## src/rtl/mc_ctrl.sv

```systemverilog
// Multi-cycle MIPS-subset control unit: FETCH/DECODE/EXEC/MEM/WB sequencer with combinational strobes.
// Optional performance counters enabled by defining MC_CTRL_PERF_CNT_EN.
module mc_ctrl #(
  parameter int ALUOP_W = 4,
  parameter int NPCOP_W = 2,
  parameter int CNT_W   = 32
) (
  input  logic               clk,
  input  logic               rst,
  input  logic [5:0]         Op,
  input  logic [5:0]         Funct,
  input  logic               Zero,
  input  logic               mem_ready,
  output logic               PCWrite,
  output logic               IRWrite,
  output logic               RegWrite,
  output logic               MemRead,
  output logic               MemWrite,
  output logic               EXTOp,
  output logic               ALUSrc,
  output logic [ALUOP_W-1:0] ALUOp,
  output logic [NPCOP_W-1:0] NPCOp,
  output logic [1:0]         GPRSel,
  output logic [1:0]         WDSel,
  output logic               illegal,
  output logic [2:0]         state
`ifdef MC_CTRL_PERF_CNT_EN
  ,
  output logic [CNT_W-1:0]   cycle_cnt,
  output logic [CNT_W-1:0]   instr_cnt
`endif
);

  if (ALUOP_W < 4 || NPCOP_W < 2 || CNT_W < 1) begin : g_bad_cfg
    $error("mc_ctrl: ALUOP_W >= 4, NPCOP_W >= 2 and CNT_W >= 1 required");
  end

  typedef enum logic [2:0] {
    S_FETCH  = 3'd0,
    S_DECODE = 3'd1,
    S_EXEC   = 3'd2,
    S_MEM    = 3'd3,
    S_WB     = 3'd4
  } state_t;

  typedef enum logic [4:0] {
    K_ADD, K_ADDU, K_SUB, K_SUBU, K_AND, K_OR, K_NOR, K_SLT, K_SLTU, K_SLL,
    K_ADDI, K_ANDI, K_ORI, K_SLTI, K_LUI, K_LW, K_SW, K_BEQ, K_BNE,
    K_J, K_JAL, K_ILL
  } kind_t;

  localparam logic [ALUOP_W-1:0] ALU_NOP  = ALUOP_W'(0);
  localparam logic [ALUOP_W-1:0] ALU_ADD  = ALUOP_W'(1);
  localparam logic [ALUOP_W-1:0] ALU_SUB  = ALUOP_W'(2);
  localparam logic [ALUOP_W-1:0] ALU_AND  = ALUOP_W'(3);
  localparam logic [ALUOP_W-1:0] ALU_OR   = ALUOP_W'(4);
  localparam logic [ALUOP_W-1:0] ALU_SLT  = ALUOP_W'(5);
  localparam logic [ALUOP_W-1:0] ALU_SLTU = ALUOP_W'(6);
  localparam logic [ALUOP_W-1:0] ALU_SLL  = ALUOP_W'(7);
  localparam logic [ALUOP_W-1:0] ALU_LUI  = ALUOP_W'(8);
  localparam logic [ALUOP_W-1:0] ALU_NOR  = ALUOP_W'(9);

  localparam logic [NPCOP_W-1:0] NPC_PLUS4  = NPCOP_W'(0);
  localparam logic [NPCOP_W-1:0] NPC_BRANCH = NPCOP_W'(1);
  localparam logic [NPCOP_W-1:0] NPC_JUMP   = NPCOP_W'(2);

  localparam logic [1:0] GPR_RD = 2'd0;
  localparam logic [1:0] GPR_RT = 2'd1;
  localparam logic [1:0] GPR_31 = 2'd2;
  localparam logic [1:0] WD_ALU = 2'd0;
  localparam logic [1:0] WD_MEM = 2'd1;
  localparam logic [1:0] WD_PC  = 2'd2;

  state_t               r_state;
  state_t               w_next;
  kind_t                w_kind;
  logic [ALUOP_W-1:0]   w_alu_op;
  logic                 w_alu_src;
  logic                 w_ext_op;
  logic                 w_taken;

  always_comb begin
    w_kind = K_ILL;
    case (Op)
      6'h00: begin
        case (Funct)
          6'h00:   w_kind = K_SLL;
          6'h20:   w_kind = K_ADD;
          6'h21:   w_kind = K_ADDU;
          6'h22:   w_kind = K_SUB;
          6'h23:   w_kind = K_SUBU;
          6'h24:   w_kind = K_AND;
          6'h25:   w_kind = K_OR;
          6'h27:   w_kind = K_NOR;
          6'h2A:   w_kind = K_SLT;
          6'h2B:   w_kind = K_SLTU;
          default: w_kind = K_ILL;
        endcase
      end
      6'h02:   w_kind = K_J;
      6'h03:   w_kind = K_JAL;
      6'h04:   w_kind = K_BEQ;
      6'h05:   w_kind = K_BNE;
      6'h08:   w_kind = K_ADDI;
      6'h0A:   w_kind = K_SLTI;
      6'h0C:   w_kind = K_ANDI;
      6'h0D:   w_kind = K_ORI;
      6'h0F:   w_kind = K_LUI;
      6'h23:   w_kind = K_LW;
      6'h2B:   w_kind = K_SW;
      default: w_kind = K_ILL;
    endcase
  end

  always_comb begin
    w_alu_op  = ALU_NOP;
    w_alu_src = 1'b0;
    w_ext_op  = 1'b0;
    case (w_kind)
      K_ADD, K_ADDU:  w_alu_op = ALU_ADD;
      K_SUB, K_SUBU:  w_alu_op = ALU_SUB;
      K_AND:          w_alu_op = ALU_AND;
      K_OR:           w_alu_op = ALU_OR;
      K_NOR:          w_alu_op = ALU_NOR;
      K_SLT:          w_alu_op = ALU_SLT;
      K_SLTU:         w_alu_op = ALU_SLTU;
      K_SLL:          w_alu_op = ALU_SLL;
      K_ADDI, K_LW, K_SW: begin
        w_alu_op  = ALU_ADD;
        w_alu_src = 1'b1;
        w_ext_op  = 1'b1;
      end
      K_ANDI: begin
        w_alu_op  = ALU_AND;
        w_alu_src = 1'b1;
        w_ext_op  = 1'b1;
      end
      K_SLTI: begin
        w_alu_op  = ALU_SLT;
        w_alu_src = 1'b1;
        w_ext_op  = 1'b1;
      end
      K_ORI: begin
        w_alu_op  = ALU_OR;
        w_alu_src = 1'b1;
      end
      K_LUI: begin
        w_alu_op  = ALU_LUI;
        w_alu_src = 1'b1;
      end
      K_BEQ, K_BNE: begin
        w_alu_op = ALU_SUB;
        w_ext_op = 1'b1;
      end
      default: w_alu_op = ALU_NOP;
    endcase
  end

  assign w_taken = ((w_kind == K_BEQ) && Zero) || ((w_kind == K_BNE) && !Zero);

  always_comb begin
    w_next   = S_FETCH;
    PCWrite  = 1'b0;
    IRWrite  = 1'b0;
    RegWrite = 1'b0;
    MemRead  = 1'b0;
    MemWrite = 1'b0;
    illegal  = 1'b0;
    EXTOp    = 1'b0;
    ALUSrc   = 1'b0;
    ALUOp    = ALU_NOP;
    NPCOp    = NPC_PLUS4;
    GPRSel   = GPR_RD;
    WDSel    = WD_ALU;
    case (r_state)
      S_FETCH: begin
        MemRead = 1'b1;
        NPCOp   = NPC_PLUS4;
        if (mem_ready) begin
          PCWrite = 1'b1;
          IRWrite = 1'b1;
          w_next  = S_DECODE;
        end else begin
          w_next  = S_FETCH;
        end
      end
      S_DECODE: begin
        case (w_kind)
          K_J: begin
            PCWrite = 1'b1;
            NPCOp   = NPC_JUMP;
            w_next  = S_FETCH;
          end
          K_JAL: begin
            PCWrite  = 1'b1;
            NPCOp    = NPC_JUMP;
            RegWrite = 1'b1;
            GPRSel   = GPR_31;
            WDSel    = WD_PC;
            w_next   = S_FETCH;
          end
          K_ILL: begin
            illegal = 1'b1;
            w_next  = S_FETCH;
          end
          default: w_next = S_EXEC;
        endcase
      end
      S_EXEC: begin
        EXTOp  = w_ext_op;
        ALUSrc = w_alu_src;
        ALUOp  = w_alu_op;
        if (w_taken) begin
          PCWrite = 1'b1;
          NPCOp   = NPC_BRANCH;
        end
        case (w_kind)
          K_BEQ, K_BNE, K_J, K_JAL, K_ILL: w_next = S_FETCH;
          K_LW, K_SW:                      w_next = S_MEM;
          default:                         w_next = S_WB;
        endcase
      end
      S_MEM: begin
        EXTOp    = w_ext_op;
        ALUSrc   = w_alu_src;
        ALUOp    = w_alu_op;
        MemRead  = (w_kind == K_LW);
        MemWrite = (w_kind == K_SW);
        if (w_kind != K_LW && w_kind != K_SW) begin
          w_next = S_FETCH;
        end else if (mem_ready) begin
          w_next = (w_kind == K_LW) ? S_WB : S_FETCH;
        end else begin
          w_next = S_MEM;
        end
      end
      S_WB: begin
        EXTOp    = w_ext_op;
        ALUSrc   = w_alu_src;
        ALUOp    = w_alu_op;
        RegWrite = 1'b1;
        GPRSel   = (Op == 6'h00) ? GPR_RD : GPR_RT;
        WDSel    = (w_kind == K_LW) ? WD_MEM : WD_ALU;
        w_next   = S_FETCH;
      end
      default: w_next = S_FETCH;
    endcase
    // State is already FETCH during reset, so its read request must be masked explicitly.
    if (rst) begin
      PCWrite  = 1'b0;
      IRWrite  = 1'b0;
      RegWrite = 1'b0;
      MemRead  = 1'b0;
      MemWrite = 1'b0;
      illegal  = 1'b0;
    end
  end

  always_ff @(posedge clk or posedge rst) begin
    if (rst) begin
      r_state <= S_FETCH;
    end else begin
      r_state <= w_next;
    end
  end

  assign state = r_state;

`ifdef MC_CTRL_PERF_CNT_EN
  logic [CNT_W-1:0] r_cycle_cnt;
  logic [CNT_W-1:0] r_instr_cnt;
  logic             w_retire;

  assign w_retire = (r_state == S_DECODE || r_state == S_EXEC ||
                     r_state == S_MEM    || r_state == S_WB) && (w_next == S_FETCH);

  always_ff @(posedge clk or posedge rst) begin
    if (rst) begin
      r_cycle_cnt <= '0;
      r_instr_cnt <= '0;
    end else begin
      r_cycle_cnt <= r_cycle_cnt + CNT_W'(1);
      if (w_retire) begin
        r_instr_cnt <= r_instr_cnt + CNT_W'(1);
      end
    end
  end

  assign cycle_cnt = r_cycle_cnt;
  assign instr_cnt = r_instr_cnt;
`endif

endmodule
```

## config.mk

```make
export PLATFORM = sky130hd
export DESIGN_NAME = mc_ctrl
export DESIGN_NICKNAME = d
export VERILOG_FILES = /design/src/rtl/mc_ctrl.sv
export SDC_FILE = /design/constraint.sdc
export NUM_CORES = 1
export LEC_CHECK = 0
export BUFFER_PORTS_ARGS = -buffer_cell sky130_fd_sc_hd__buf_2
export CORE_MARGIN = 2
export CORE_UTILIZATION = 46
export CTS_BUF_LIST = sky130_fd_sc_hd__clkbuf_16
export DETAILED_ROUTE_END_ITERATION = 10
export GPL_TIMING_DRIVEN = 0
export PLACE_DENSITY_LB_ADDON = 0.1
export SLEW_MARGIN = 5
export SYNTH_ARGS = -nofsm -noshare
export SYNTH_HDL_FRONTEND = slang
export SYNTH_SLANG_ARGS = --single-unit
```

## constraint.sdc

```tcl
create_clock -name clk -period 1.5 [get_ports clk]
set_input_delay 0 -clock clk [delete_from_list [all_inputs] [get_ports clk]]
set_output_delay 0 -clock clk [all_outputs]
set_load 0.05 [all_outputs]
```

==> results of run 1 <==
## metrics by stage
stage	utilization	std cells	cell area [sq um]	setup slack [ns]
after detailed placement	0.6848	225	1544	-0.6358
after global placement	0.6848	225	1544	-0.5819
after floorplan	-	165	1349	-0.3203
after CTS	0.9046	247	2039	-0.3769
## repair_timing
| action | CTS |
|---|---|
| buffers inserted | 18 |
| setup endpoints to repair | 17 |
| gates resized for setup | 73 |
| pin swaps | 21 |
| hold buffers | 1 |
| hold endpoints to repair | 3 |
## kinds of logic after synthesis
kind of cell	count (synthesis)	share of synthesized area
multiplexers	3	0.03799
AND/OR/NAND/NOR	76	0.4000
AO/OA/AOI/OAI	62	0.3967
flip-flops	3	0.06704
buffers and inverters	19	0.08267
XOR/XNOR	2	0.01565
## synthesized netlist by cell type, drive strengths merged (2+ instances only)
library cell  count
clkbuf            3
dfrtp             3
nand2            10
and3              3
nor4bb            2
a31oi             4
xor2              2
a21o              2
inv               8
mux2i             2
nand4             2
nor3b             2
o211ai            4
or2               3
buf               8
nand2b           11
o32ai             2
nand3             2
o22ai             3
a21oi            15
a211oi            6
a2111oi           2
nor2             14
or3b              3
or3               5
and2              3
nor4              4
o21ai            12
nor3              6
o21a              3
==> results.md, run 1 <==
## Logic synthesis
• **number of distinct library cells after synthesis** 58
• **Mapped Cells** 165
• **Synth Warn #** 0
• **sequential element share of the synthesized area** 0.06704
• **net count of the mapped netlist** 181
• **cell area after synthesis** 0.001120 sq mm
• **post-synth top area cell** sky130_fd_sc_hd__dfrtp_1
• **number of enable-type register cells in the synthesized netlist** 0
• **main area contributors after synthesis** sky130_fd_sc_hd__dfrtp_1 6.7%, sky130_fd_sc_hd__a21oi_1 6.3%, sky130_fd_sc_hd__nand2b_1 6.1%
• **number of storage elements in the synthesis netlist** 3
• **most frequently used flop master after synthesis** sky130_fd_sc_hd__dfrtp_1
• **async set-or-reset flop fraction in the synthesized netlist** 1.000
• **share of the synthesized area in the top cell type** 0.06704
• **mean instance size in the synthesized netlist** 6.787 sq um

## CTS
• **Root Buffer** sky130_fd_sc_hd__clkbuf_16
• **cts bufs inserted** 3
• **H-tree level count** 1
• **worst-case clock buffer depth** 2
• **clk sink count** 3

## Die
• **die outline width** 53.34 um
• **number of primary I/O pins** 37
• **Initial Util** 0.4967
• **Site Rows** 17
• **die height** 53.34 um

## Outcome
• **run status** aborted with a tool error
• **terminating stage of the flow** 5_1_grt
• **first error message** [ERROR DPL-0038] Utilization greater than 100%, impossible to legalize

## GRT
• **pin count of the biggest net entering global routing** 11

## Placed design
• **buffers added on ports** 32
• **RePlAce Congestion** 0.8790
• **detailed-placement wirelength estimate** 2801 um

## Timing
• **worst setup endpoint after the global-route repair_timing** PCWrite
• **type of the worst endpoint after the last repair** primary output

==> run 2: changes to the inputs <==
--- a/config.mk
+++ b/config.mk
@@ -6,12 +6,11 @@
 export NUM_CORES = 1
 export LEC_CHECK = 0
 export BUFFER_PORTS_ARGS = -buffer_cell sky130_fd_sc_hd__buf_2
-export CORE_MARGIN = 2
-export CORE_UTILIZATION = 46
-export CTS_BUF_LIST = sky130_fd_sc_hd__clkbuf_16
+export CORE_AREA = 2 2 63 65
 export DETAILED_ROUTE_END_ITERATION = 10
+export DIE_AREA = 0 0 65 67
 export GPL_TIMING_DRIVEN = 0
-export PLACE_DENSITY_LB_ADDON = 0.1
+export PLACE_DENSITY_LB_ADDON = 0.15
 export SLEW_MARGIN = 5
 export SYNTH_ARGS = -nofsm -noshare
 export SYNTH_HDL_FRONTEND = slang
==> constraint.sdc (replaced) <==
create_clock -name clk -period 2 [get_ports clk]
set_input_delay 0 -clock clk [delete_from_list [all_inputs] [get_ports clk]]
set_output_delay 0 -clock clk [all_outputs]
set_load 0.05 [all_outputs]
==> run 2 against run 1 <==
The run now ends clean. Area after synthesis unchanged. Synthesized cell count unchanged.
==> results.md, run 2 <==
## Finish
• **fraction of final layout cells sized beyond drive strength 1** 0.4183
• **area grow syn2layout** 49.94%
• **count of inserted antenna diode cells** 0
• **FF+latch area** 76.32 sq um
• **number of flip-flops under the largest register name** 3
• **count of non-filler cells in the finished layout** 256
• **Finished Core Util** 0.4656
• **multi-input logic area** 0.001147 sq mm
• **commonest cells after routing, fill and taps aside** 27 x sky130_fd_sc_hd__buf_2, 13 x sky130_fd_sc_hd__nor2_1, 11 x sky130_fd_sc_hd__buf_4, 11 x sky130_fd_sc_hd__a21oi_1
• **number of fill cells** 371
• **most common cell after layout, fill and taps aside** sky130_fd_sc_hd__buf_2
• **count of nets after finishing** 225

## Die
• **Site Rows** 22
• **die outline width** 65 um
• **Core Region** 0.003606 sq mm
• **Initial Util** 0.3105
• **total die area** 0.004355 sq mm
• **die height** 67 um
• **number of primary I/O pins** 37

## Logic synthesis
• **share of the synthesized area in the top cell type** 0.06704
• **Synth Warn #** 0
• **async set-or-reset flop fraction in the synthesized netlist** 1.000
• **post-synth top area cell** sky130_fd_sc_hd__dfrtp_1
• **main area contributors after synthesis** sky130_fd_sc_hd__dfrtp_1 6.7%, sky130_fd_sc_hd__a21oi_1 6.3%, sky130_fd_sc_hd__nand2b_1 6.1%
• **number of distinct library cells after synthesis** 58
• **number of enable-type register cells in the synthesized netlist** 0
• **net count of the mapped netlist** 181
• **cell area after synthesis** 0.001120 sq mm
• **sequential element share of the synthesized area** 0.06704
• **top cells by instance count after synthesis** 14 x sky130_fd_sc_hd__a21oi_1, 14 x sky130_fd_sc_hd__nor2_1, 11 x sky130_fd_sc_hd__nand2b_1
• **number of storage elements in the synthesis netlist** 3
• **most frequently used flop master after synthesis** sky130_fd_sc_hd__dfrtp_1
• **Mapped Cells** 165
• **mean instance size in the synthesized netlist** 6.787 sq um

## CTS
• **Root Buffer** sky130_fd_sc_hd__clkbuf_8
• **CTS tree** yes
• **cts bufs inserted** 3
• **worst-case clock buffer depth** 2
• **H-tree level count** 1
• **clock latency at the later pin of the worst-skew pair** 0.21 ns
• **clk sink count** 3
• **Clk pin slew, worst setup/hold paths** 0.03 ns

## Critical path
• **cell with the biggest individual delay on the critical path** sky130_fd_sc_hd__mux4_2
• **startpoint kind of the worst setup timing path** input port
• **critical path class** input port to output port
• **FF-to-FF setup slack** 0.87 ns
• **Critical Path Sink Type** output port
• **most repeated library cell on the critical path** sky130_fd_sc_hd__buf_4
• **Worst EP required** 2.00 ns
• **critical path peak fanout** 7
• **data arrival time at the worst-slack endpoint** 1.94 ns
• **CP max stage delay** 0.51 ns
• **cell-by-cell listing of the critical path** buf_4, or2_4, mux4_2, o211ai_4, buf_4, a2111oi_4, a211oi_2, a31oi_2, buf_6

## Pwr
• **Power, Total** 0.0005711 W
• **leakage** 0.6611 nW
• **total power per unit cell area** 340.1 mW/mm^2
• **maximum VDD drop** 202.0 uV

## Drt
• **average wire length per cell after detail routing** 15.42 um
• **drc violations** 0
• **number of iterations in the first detailed-routing pass** 4
• **Routed Wire Length** 3947 um
• **number of antenna-violating nets in the routed design** 0
• **total vias in the final route** 1467
• **iteration-0 DRC count of the detailed router** 46
• **routed vias/inst** 5.730

## GRT
• **met3 demand-to-capacity share in global routing** 0.01689
• **pin count of the biggest net entering global routing** 11
• **initial antenna violation count** 0
• **Overflow after GRT** 0
• **global routing's busiest layer** met2
• **first-pass GRT wire length** 5996 um
• **vias in the first global route** 1310
• **global routing usage on met1** 0.1952
• **combined global-route utilization of all metal layers** 0.1712
• **met2 layer usage reported by global route** 0.3441

## Placed design
• **detailed-placement wirelength estimate** 3029 um
• **placed insts** 245
• **buffers added on ports** 32
• **RePlAce Congestion** 0.8502

## Timing
• **final setup violating endpoints** 0
• **Worst Hold Slack** 0.1364 ns
• **minimum period implied by the final worst setup slack** 1.943 ns
• **worst-case clock skew** 0.0008222 ns
• **Achievable Freq** 0.5145 GHz
• **unrepaired setup endpoints after global routing** true
• **count of endpoints failing hold in the final timing report** 0
• **worst slew margin relative to its limit** 0.4576
• **final count of pins violating max slew** 0
• **worst slew pin tran** 0.8136 ns
• **summed negative setup slack over all endpoints** 0 ns
• **share of the clock period used by the worst path** 0.9717

## Outcome
• **run status** finished clean

## Min path
• **class of the worst hold path** input port to flop

## Run
• **number of max-capacitance violations reported** 0

==> run 2: report_power, final <==
part | switching [W] | internal [W] | leakage, nW
combinational | 0.000213 | 0.000112 | 0.600
clock | 0.0000390 | 0.000136 | 0.0228
sequential | 0.00000516 | 0.0000660 | 0.0387
==> run 2: per-stage QoR <==
stage,instance area (sq um),setup slack [ns]
finish,1679,0.05652
global route,1679,-0.03681
CTS,1523,-0.004101
detailed placement,1408,-0.1456
global placement,1408,-0.1159
floorplan,1187,-0.1418
==> run 2: timing repair <==
item / in CTS / in global routing
pin swaps: 4 / 13
buffers inserted: 2 / 5
resized for setup: 13 / 30
setup endpoints to repair: 8 / 8
hold buffers: 1 / 0
endpoints found under the hold margin: 3 / 0
==> run 2: worst max-delay path: cells and delay by family <==
family                 cells  cell delay [ns]
muxes                      1             0.51
buffers and inverters      3             0.47
and+or+nand+nor            1             0.29
AOI/OAI and AO/OA          4             0.67
==> run 2: worst paths after layout <==
path	startpoint	endpoint	cells past startpoint
min in group asynchronous	rst	state[1]$_DFF_PP0_	3
worst min-delay path	mem_ready	state[0]$_DFF_PP0_	3
worst min register to register	state[2]$_DFF_PP0_	state[0]$_DFF_PP0_	1
worst max-delay path	Op[2]	ALUOp[0]	9
max in group asynchronous	rst	state[0]$_DFF_PP0_	3
worst max register to register	state[1]$_DFF_PP0_	state[1]$_DFF_PP0_	4
==> run 2: area by class of cell <==
| cell class | count | area share |
|---|---|---|
| sequential | 3 | 0.04545 |
| clock buffer | 4 | 0.02683 |
| timing repair buffer | 40 | 0.1490 |
| buffer | 10 | 0.03949 |
| multi-input combinational | 143 | 0.6833 |
| tap | 48 | 0.03577 |
| inverter | 8 | 0.02012 |
==> run 2: routing by layer <==
layer	up-vias	wire, um
met3	8	162
met4	0	61
met2	33	2098
met5	-	0
li1	714	-
met1	712	1625
==> run 2: cell families (layout without fill, tap and decap cells) <==
family,after synthesis,in the layout,synth area share
AND/OR/NAND/NOR,76,76,0.4000
AO/OA/AOI/OAI,62,62,0.3967
buffers and inverters,19,62,0.08267
multiplexers,3,3,0.03799
flip-flops,3,3,0.06704
XOR/XNOR,2,2,0.01565
Note: power is estimated with default switching activity, not from simulation.
